### src/rtl/shifter_pkg.sv
// ============================================================================
// Module : shifter_pkg
// Brief  : Shared mode/direction encodings and FSM states for iterative_shifter
// Rev    : 1.0  initial release
// ============================================================================
`default_nettype none

package shifter_pkg;

   localparam logic [1:0] MODE_FILL   = 2'b00;
   localparam logic [1:0] MODE_SIGN   = 2'b01;
   localparam logic [1:0] MODE_ROTATE = 2'b10;
   localparam logic [1:0] MODE_LOGIC  = 2'b11;

   localparam logic DIR_LEFT  = 1'b0;
   localparam logic DIR_RIGHT = 1'b1;

   typedef enum logic [1:0] {
      IDLE  = 2'd0,
      SHIFT = 2'd1,
      DONE  = 2'd2
   } state_t;

endpackage

`default_nettype wire

### src/rtl/shift_step.sv
// ============================================================================
// Module : shift_step
// Brief  : Combinational single-bit shift of data, spill and overflow state
// Rev    : 1.0  initial release
// ============================================================================
`default_nettype none

module shift_step
   import shifter_pkg::*;
#(
   parameter int WIDTH = 16
) (
   input  logic [WIDTH-1:0] d,
   input  logic [WIDTH-1:0] spill,
   input  logic             ovf,
   input  logic             dir,
   input  logic [1:0]       mode,
   input  logic             fill,
   output logic [WIDTH-1:0] d_nxt,
   output logic [WIDTH-1:0] spill_nxt,
   output logic             ovf_nxt
);

   logic out_bit;
   logic f;

   always_comb begin
      out_bit = (dir == DIR_LEFT) ? d[WIDTH-1] : d[0];

      case (mode)
         MODE_FILL:   f = fill;
         MODE_SIGN:   f = (dir == DIR_RIGHT) ? d[WIDTH-1] : 1'b0;
         MODE_ROTATE: f = out_bit;
         default:     f = 1'b0;
      endcase

      if (dir == DIR_LEFT) begin
         d_nxt     = {d[WIDTH-2:0], f};
         spill_nxt = {spill[WIDTH-2:0], out_bit};
      end else begin
         d_nxt     = {f, d[WIDTH-1:1]};
         spill_nxt = {out_bit, spill[WIDTH-1:1]};
      end

      // Sticky: a sign change on any step of an arithmetic left shift is overflow
      ovf_nxt = ovf;
      if (mode == MODE_SIGN && dir == DIR_LEFT)
         ovf_nxt = ovf | (d[WIDTH-1] ^ d[WIDTH-2]);
   end

endmodule

`default_nettype wire

### src/rtl/iterative_shifter.sv
// ============================================================================
// Module : iterative_shifter
// Brief  : One-bit-per-clock shifter with valid/ready handshake, fill/sign/rotate
// Rev    : 1.0  initial release
// ============================================================================
`default_nettype none

module iterative_shifter
   import shifter_pkg::*;
#(
   parameter int WIDTH = 16,
   parameter int SHW   = $clog2(WIDTH)
) (
   input  logic             clk,
   input  logic             rst_n,
   input  logic             in_valid,
   output logic             in_ready,
   input  logic [WIDTH-1:0] in_data,
   input  logic [SHW-1:0]   in_amt,
   input  logic             in_dir,
   input  logic [1:0]       in_mode,
   input  logic             in_fill,
   output logic             out_valid,
   input  logic             out_ready,
   output logic [WIDTH-1:0] out_data,
   output logic [WIDTH-1:0] out_spill,
   output logic             out_ovf,
   output logic             busy
);

   state_t           state_q, state_d;
   logic [WIDTH-1:0] d_q, d_d;
   logic [WIDTH-1:0] spill_q, spill_d;
   logic             ovf_q, ovf_d;
   logic [SHW-1:0]   cnt_q, cnt_d;
   logic             dir_q, dir_d;
   logic [1:0]       mode_q, mode_d;
   logic             fill_q, fill_d;
   logic             out_valid_q, out_valid_d;
   logic [WIDTH-1:0] out_data_q, out_data_d;
   logic [WIDTH-1:0] out_spill_q, out_spill_d;
   logic             out_ovf_q, out_ovf_d;
   logic             busy_q, busy_d;

   logic [WIDTH-1:0] step_d;
   logic [WIDTH-1:0] step_spill;
   logic             step_ovf;
   logic             accept;

   shift_step #(.WIDTH(WIDTH)) u_step (
      .d         (d_q),
      .spill     (spill_q),
      .ovf       (ovf_q),
      .dir       (dir_q),
      .mode      (mode_q),
      .fill      (fill_q),
      .d_nxt     (step_d),
      .spill_nxt (step_spill),
      .ovf_nxt   (step_ovf)
   );

   assign in_ready = (state_q == IDLE) || (state_q == DONE && out_ready);
   assign accept   = in_valid && in_ready;

   always_comb begin
      state_d     = state_q;
      d_d         = d_q;
      spill_d     = spill_q;
      ovf_d       = ovf_q;
      cnt_d       = cnt_q;
      dir_d       = dir_q;
      mode_d      = mode_q;
      fill_d      = fill_q;
      out_valid_d = out_valid_q;
      out_data_d  = out_data_q;
      out_spill_d = out_spill_q;
      out_ovf_d   = out_ovf_q;
      busy_d      = busy_q;

      case (state_q)
         IDLE, DONE: begin
            if (state_q == DONE && out_ready) begin
               out_valid_d = 1'b0;
               state_d     = IDLE;
            end
            // DONE accepts in the handshake cycle, so there is no bubble
            if (accept) begin
               d_d     = in_data;
               spill_d = '0;
               ovf_d   = 1'b0;
               cnt_d   = in_amt;
               dir_d   = in_dir;
               mode_d  = in_mode;
               fill_d  = in_fill;
               if (in_amt == '0) begin
                  state_d     = DONE;
                  out_valid_d = 1'b1;
                  out_data_d  = in_data;
                  out_spill_d = '0;
                  out_ovf_d   = 1'b0;
                  busy_d      = 1'b0;
               end else begin
                  state_d = SHIFT;
                  busy_d  = 1'b1;
               end
            end
         end
         SHIFT: begin
            d_d     = step_d;
            spill_d = step_spill;
            ovf_d   = step_ovf;
            cnt_d   = cnt_q - SHW'(1);
            if (cnt_q == SHW'(1)) begin
               state_d     = DONE;
               busy_d      = 1'b0;
               out_valid_d = 1'b1;
               out_data_d  = step_d;
               out_spill_d = step_spill;
               out_ovf_d   = step_ovf;
            end
         end
         default: begin
            state_d     = IDLE;
            busy_d      = 1'b0;
            out_valid_d = 1'b0;
         end
      endcase
   end

   always_ff @(posedge clk or negedge rst_n) begin
      if (!rst_n) begin
         state_q     <= IDLE;
         d_q         <= '0;
         spill_q     <= '0;
         ovf_q       <= 1'b0;
         cnt_q       <= '0;
         dir_q       <= DIR_LEFT;
         mode_q      <= MODE_FILL;
         fill_q      <= 1'b0;
         out_valid_q <= 1'b0;
         out_data_q  <= '0;
         out_spill_q <= '0;
         out_ovf_q   <= 1'b0;
         busy_q      <= 1'b0;
      end else begin
         state_q     <= state_d;
         d_q         <= d_d;
         spill_q     <= spill_d;
         ovf_q       <= ovf_d;
         cnt_q       <= cnt_d;
         dir_q       <= dir_d;
         mode_q      <= mode_d;
         fill_q      <= fill_d;
         out_valid_q <= out_valid_d;
         out_data_q  <= out_data_d;
         out_spill_q <= out_spill_d;
         out_ovf_q   <= out_ovf_d;
         busy_q      <= busy_d;
      end
   end

   assign out_valid = out_valid_q;
   assign out_data  = out_data_q;
   assign out_spill = out_spill_q;
   assign out_ovf   = out_ovf_q;
   assign busy      = busy_q;

endmodule

`default_nettype wire

### config.mk
export PLATFORM = sky130hd
export DESIGN_NAME = iterative_shifter
export DESIGN_NICKNAME = d
export VERILOG_FILES = /design/src/rtl/shifter_pkg.sv /design/src/rtl/shift_step.sv /design/src/rtl/iterative_shifter.sv
export SDC_FILE = /design/constraint.sdc
export NUM_CORES = 1
export LEC_CHECK = 0
export ABC_AREA = 1
export ABC_CLOCK_PERIOD_IN_PS = 2350
export BUFFER_PORTS_ARGS = -buffer_cell sky130_fd_sc_hd__buf_2
export CAP_MARGIN = 20
export CELL_PAD_IN_SITES_DETAIL_PLACEMENT = 1
export CELL_PAD_IN_SITES_GLOBAL_PLACEMENT = 2
export CORE_MARGIN = 1
export CORE_UTILIZATION = 35
export CTS_CLUSTER_SIZE = 14
export DETAILED_ROUTE_END_ITERATION = 12
export PLACE_DENSITY_LB_ADDON = 0.2
export SYNTH_ARGS = -nofsm -noshare
export SYNTH_HDL_FRONTEND = slang
export SYNTH_SLANG_ARGS = --single-unit
### constraint.sdc
create_clock -name clk -period 2.35 [get_ports clk]
set_clock_uncertainty 0.15 [all_clocks]
set_input_delay 0.1175 -clock clk [delete_from_list [all_inputs] [get_ports clk]]
set_output_delay 0.1175 -clock clk [all_outputs]
set_load 0.01 [all_outputs]
==> flow_summary.json <==
{
  "cap_violations": 0,
  "first_iter_violations": 124,
  "seq_power_share": 0.370,
  "grt.overflow.total": 0,
  "path_clk_slew_ns": 0.09,
  "drt.antenna.violating_nets": 0,
  "drt-total-wl_um": 9380,
  "start_util": 0.366,
  "regArea_um2": 1950,
  "leakagePower_nw": 2.42,
  "combPwrFrac": 0.465,
  "hold_depth": 5,
  "vias": 3230,
  "syn2layout_area_growth_pct": 24.7,
  "syn_area_um2": 3610,
  "tightestPinTransition_ns": 0.796,
  "endpoint_kind": "register",
  "first_pass_iters": 4,
  "maxSlewViolCount": 0,
  "slew-limit-headroom": 0.469,
  "grt_pass1_wl_um": 16100,
  "final_cell_mix": "nand2_1 (206), dfrtp_1 (78), buf_2 (62)",
  "num-fill-cells": 1262,
  "die_w_um": 104,
  "post_cts_buffers": 0,
  "diodes": 0,
  "period_needed_ns": 1.84,
  "postSynthRegisterBits": 78,
  "hold_viol": 0,
  "grt_usage": 0.188,
  "clk_path_buf_depth": 2,
  "ys_seq_area_frac": 0.541,
  "p_total_mw": 6.30,
  "cts_buffers": 9,
  "ys_types": 28,
  "arrival_ns": 1.93,
  "yosys_warnings": 0,
  "worst_path_max_delay_cell": "dfrtp_1",
  "drive_gt1_frac": 0.183,
  "internal_power_mw": 3.50,
  "setup_viol": 0,
  "hpwl_um": 6330,
  "start_kind": "register",
  "min_from": "in_amt[3]",
  "antenna_found_initial": 0,
  "wl_per_cell_um": 13.9,
  "hold_class": "input pin to register",
  "io_buffers": 63,
  "r2r-end": "out_spill[3]$_DFFE_PN0P_",
  "clockRootBuffer": "clkbuf_8",
  "rsz0062_at_grt": "no",
  "post_cts_resized": 0,
  "switching_power_mw": 2.80,
  "avgSynthCellArea_um2": 7.97,
  "drcViolationCount": 0,
  "clock_power_share": 0.165,
  "multi_input_area_um2": 1440,
  "grt_max_degree": 47,
  "routabilityCongestion": 0.747,
  "fmax_mhz": 545,
  "slowest_delay_ns": 0.37,
  "worst_path_most_repeated_cell": "nand2_1",
  "grt_pass1_vias": 3318,
  "cp_cell_sequence": "inv_1, ha_1, nand3_1, nand2_1, nand3_4, buf_4, nand2_1, o21ai_1",
  "min_to": "state_q[0]$_DFFE_PN0P_",
  "layout_commonest_cell": "nand2_1",
  "crit_cells": 8,
  "nets": 567,
  "pwr_density_cell_nw_per_um2": 1400,
  "swShare": 0.444,
  "std_cell_rows": 36,
  "syn_inst": 453,
  "worstSkewPairLatency_ns": 0.36,
  "ff2ff_path_depth": 8,
  "die-area_um2": 10700,
  "cp_top_family": "simple AND/OR/NAND/NOR gates",
  "core-area_um2": 9860,
  "cts_num_sinks": 78,
  "ir_drop_uv": 475,
  "rrSetupSlack_ns": 0.51,
  "path_max_fanout": 29,
  "cts_tree": "yes",
  "tns_ns": 0,
  "syn_nets": 483,
  "detail_route.vias_per_cell": 4.79,
  "path_buf_inv": 2,
  "critPathKind": "register to register",
  "required_ns": 2.44,
  "status": "finished clean",
  "h-tree-depth": 3,
  "ios": 64,
  "dieHeight_um": 104,
  "finalCritPeriodShare": 0.781,
  "rr_startpoint": "cnt_q[1]$_DFFE_PN0P_"
}
## worst register-to-register path: stages, from the launching register on
cell	delay, ns
dfrtp_1	0.37
inv_1	0.11
ha_1	0.16
nand3_1	0.08
nand2_1	0.16
nand3_4	0.22
buf_4	0.31
nand2_1	0.10
o21ai_1	0.06
## metal layers
metal  global-route usage  vias up  wire (um)
li1                     -     1595          -
met1                0.250     1575       4590
met2                0.309       50       4400
met3               0.0352       10        255
met4               0.0590        0        131
met5                    0        -          0
## through the flow
step / hold WS (ns) / std cells / util / setup slack (ns) / area, um2
after CTS: 0.000901 / 675 / 0.456 / 0.473 / 4500
after global placement: -0.0435 / 636 / 0.413 / 0.538 / 4070
final: 0.00459 / 675 / 0.456 / 0.514 / 4500
after detailed placement: -0.0445 / 636 / 0.413 / 0.487 / 4070
after global routing: 0.0441 / 675 / 0.456 / 0.345 / 4500
after floorplan: -0.328 / 453 / - / 0.829 / 3610
## what timing repair did
| action | CTS | global route |
|---|---|---|
| endpoints found under the setup margin | 0 | 0 |
| hold buffers | 23 | 0 |
| hold endpoints to repair | 112 | 0 |
## cell usage after synthesis (all sizes together)
| cell | n | share of area |
|---|---|---|
| nand2 | 208 | 0.22 |
| o21bai | 4 | 0.0083 |
| dfrtp | 78 | 0.54 |
| nand4 | 2 | 0.0035 |
| ha | 2 | 0.0069 |
| nand3 | 7 | 0.013 |
| clkbuf | 7 | 0.0073 |
| clkinv | 1 | 0.0010 |
| a21oi | 22 | 0.032 |
| inv | 27 | 0.029 |
| nor2 | 18 | 0.021 |
| a31o | 3 | 0.0073 |
| o221ai | 1 | 0.0024 |
| o21ai | 51 | 0.071 |
| or2 | 1 | 0.0017 |
| a21o | 5 | 0.010 |
| buf | 15 | 0.024 |
| xor2 | 1 | 0.0024 |
## worst max path at each step
stage / to / startpoint
finish: out_spill[3]$_DFFE_PN0P_ / cnt_q[1]$_DFFE_PN0P_
global route: out_spill[1]$_DFFE_PN0P_ / cnt_q[1]$_DFFE_PN0P_
CTS: out_spill[1]$_DFFE_PN0P_ / cnt_q[1]$_DFFE_PN0P_
detailed placement: out_spill[1]$_DFFE_PN0P_ / cnt_q[1]$_DFFE_PN0P_
global placement: out_data[15]$_DFFE_PN0P_ / dir_q$_DFFE_PN0P_
floorplan: out_spill[0]$_DFFE_PN0P_ / state_q[1]$_DFFE_PN0P_
## sequential cells by signal (all words and copies together), names as in the netlist
signal and cells:
mode_q 2, out_ovf 1, out_data 16, fill_q 1, ovf_q 1, busy 1, state_q 2, d_q 16
cnt_q 4, spill_q 16, out_spill 16, out_valid 1, dir_q 1
## cell families (layout without fill, tap and decap cells)
family,Yosys count,after routing,share of synthesized area
fa+ha+maj,2,2,0.00693
buf+inv,50,139,0.0610
compound gates,86,86,0.131
simple gates,236,236,0.258
flops,78,78,0.541
xor+xnor,1,1,0.00243
## power groups by stage
stage                     Combinational (mW)  Clock [mW]  Sequential, mW
after floorplan                         1.95           0            2.40
after global placement                  2.90           0            2.34
after detailed placement                2.97           0            2.36
after CTS                               3.01        1.06            2.34
after global routing                    3.37        1.12            2.41
final                                   2.93        1.04            2.33
## layout make-up
cell class                      instances  area share
Sequential cell                        78       0.433
Multi-Input combinational cell        325       0.319
Timing Repair Buffer                   95       0.142
Tap cell                              133      0.0370
Clock buffer                           10      0.0306
Inverter                               28      0.0239
Clock inverter                          6      0.0136
(Power assumes the default switching activity.)
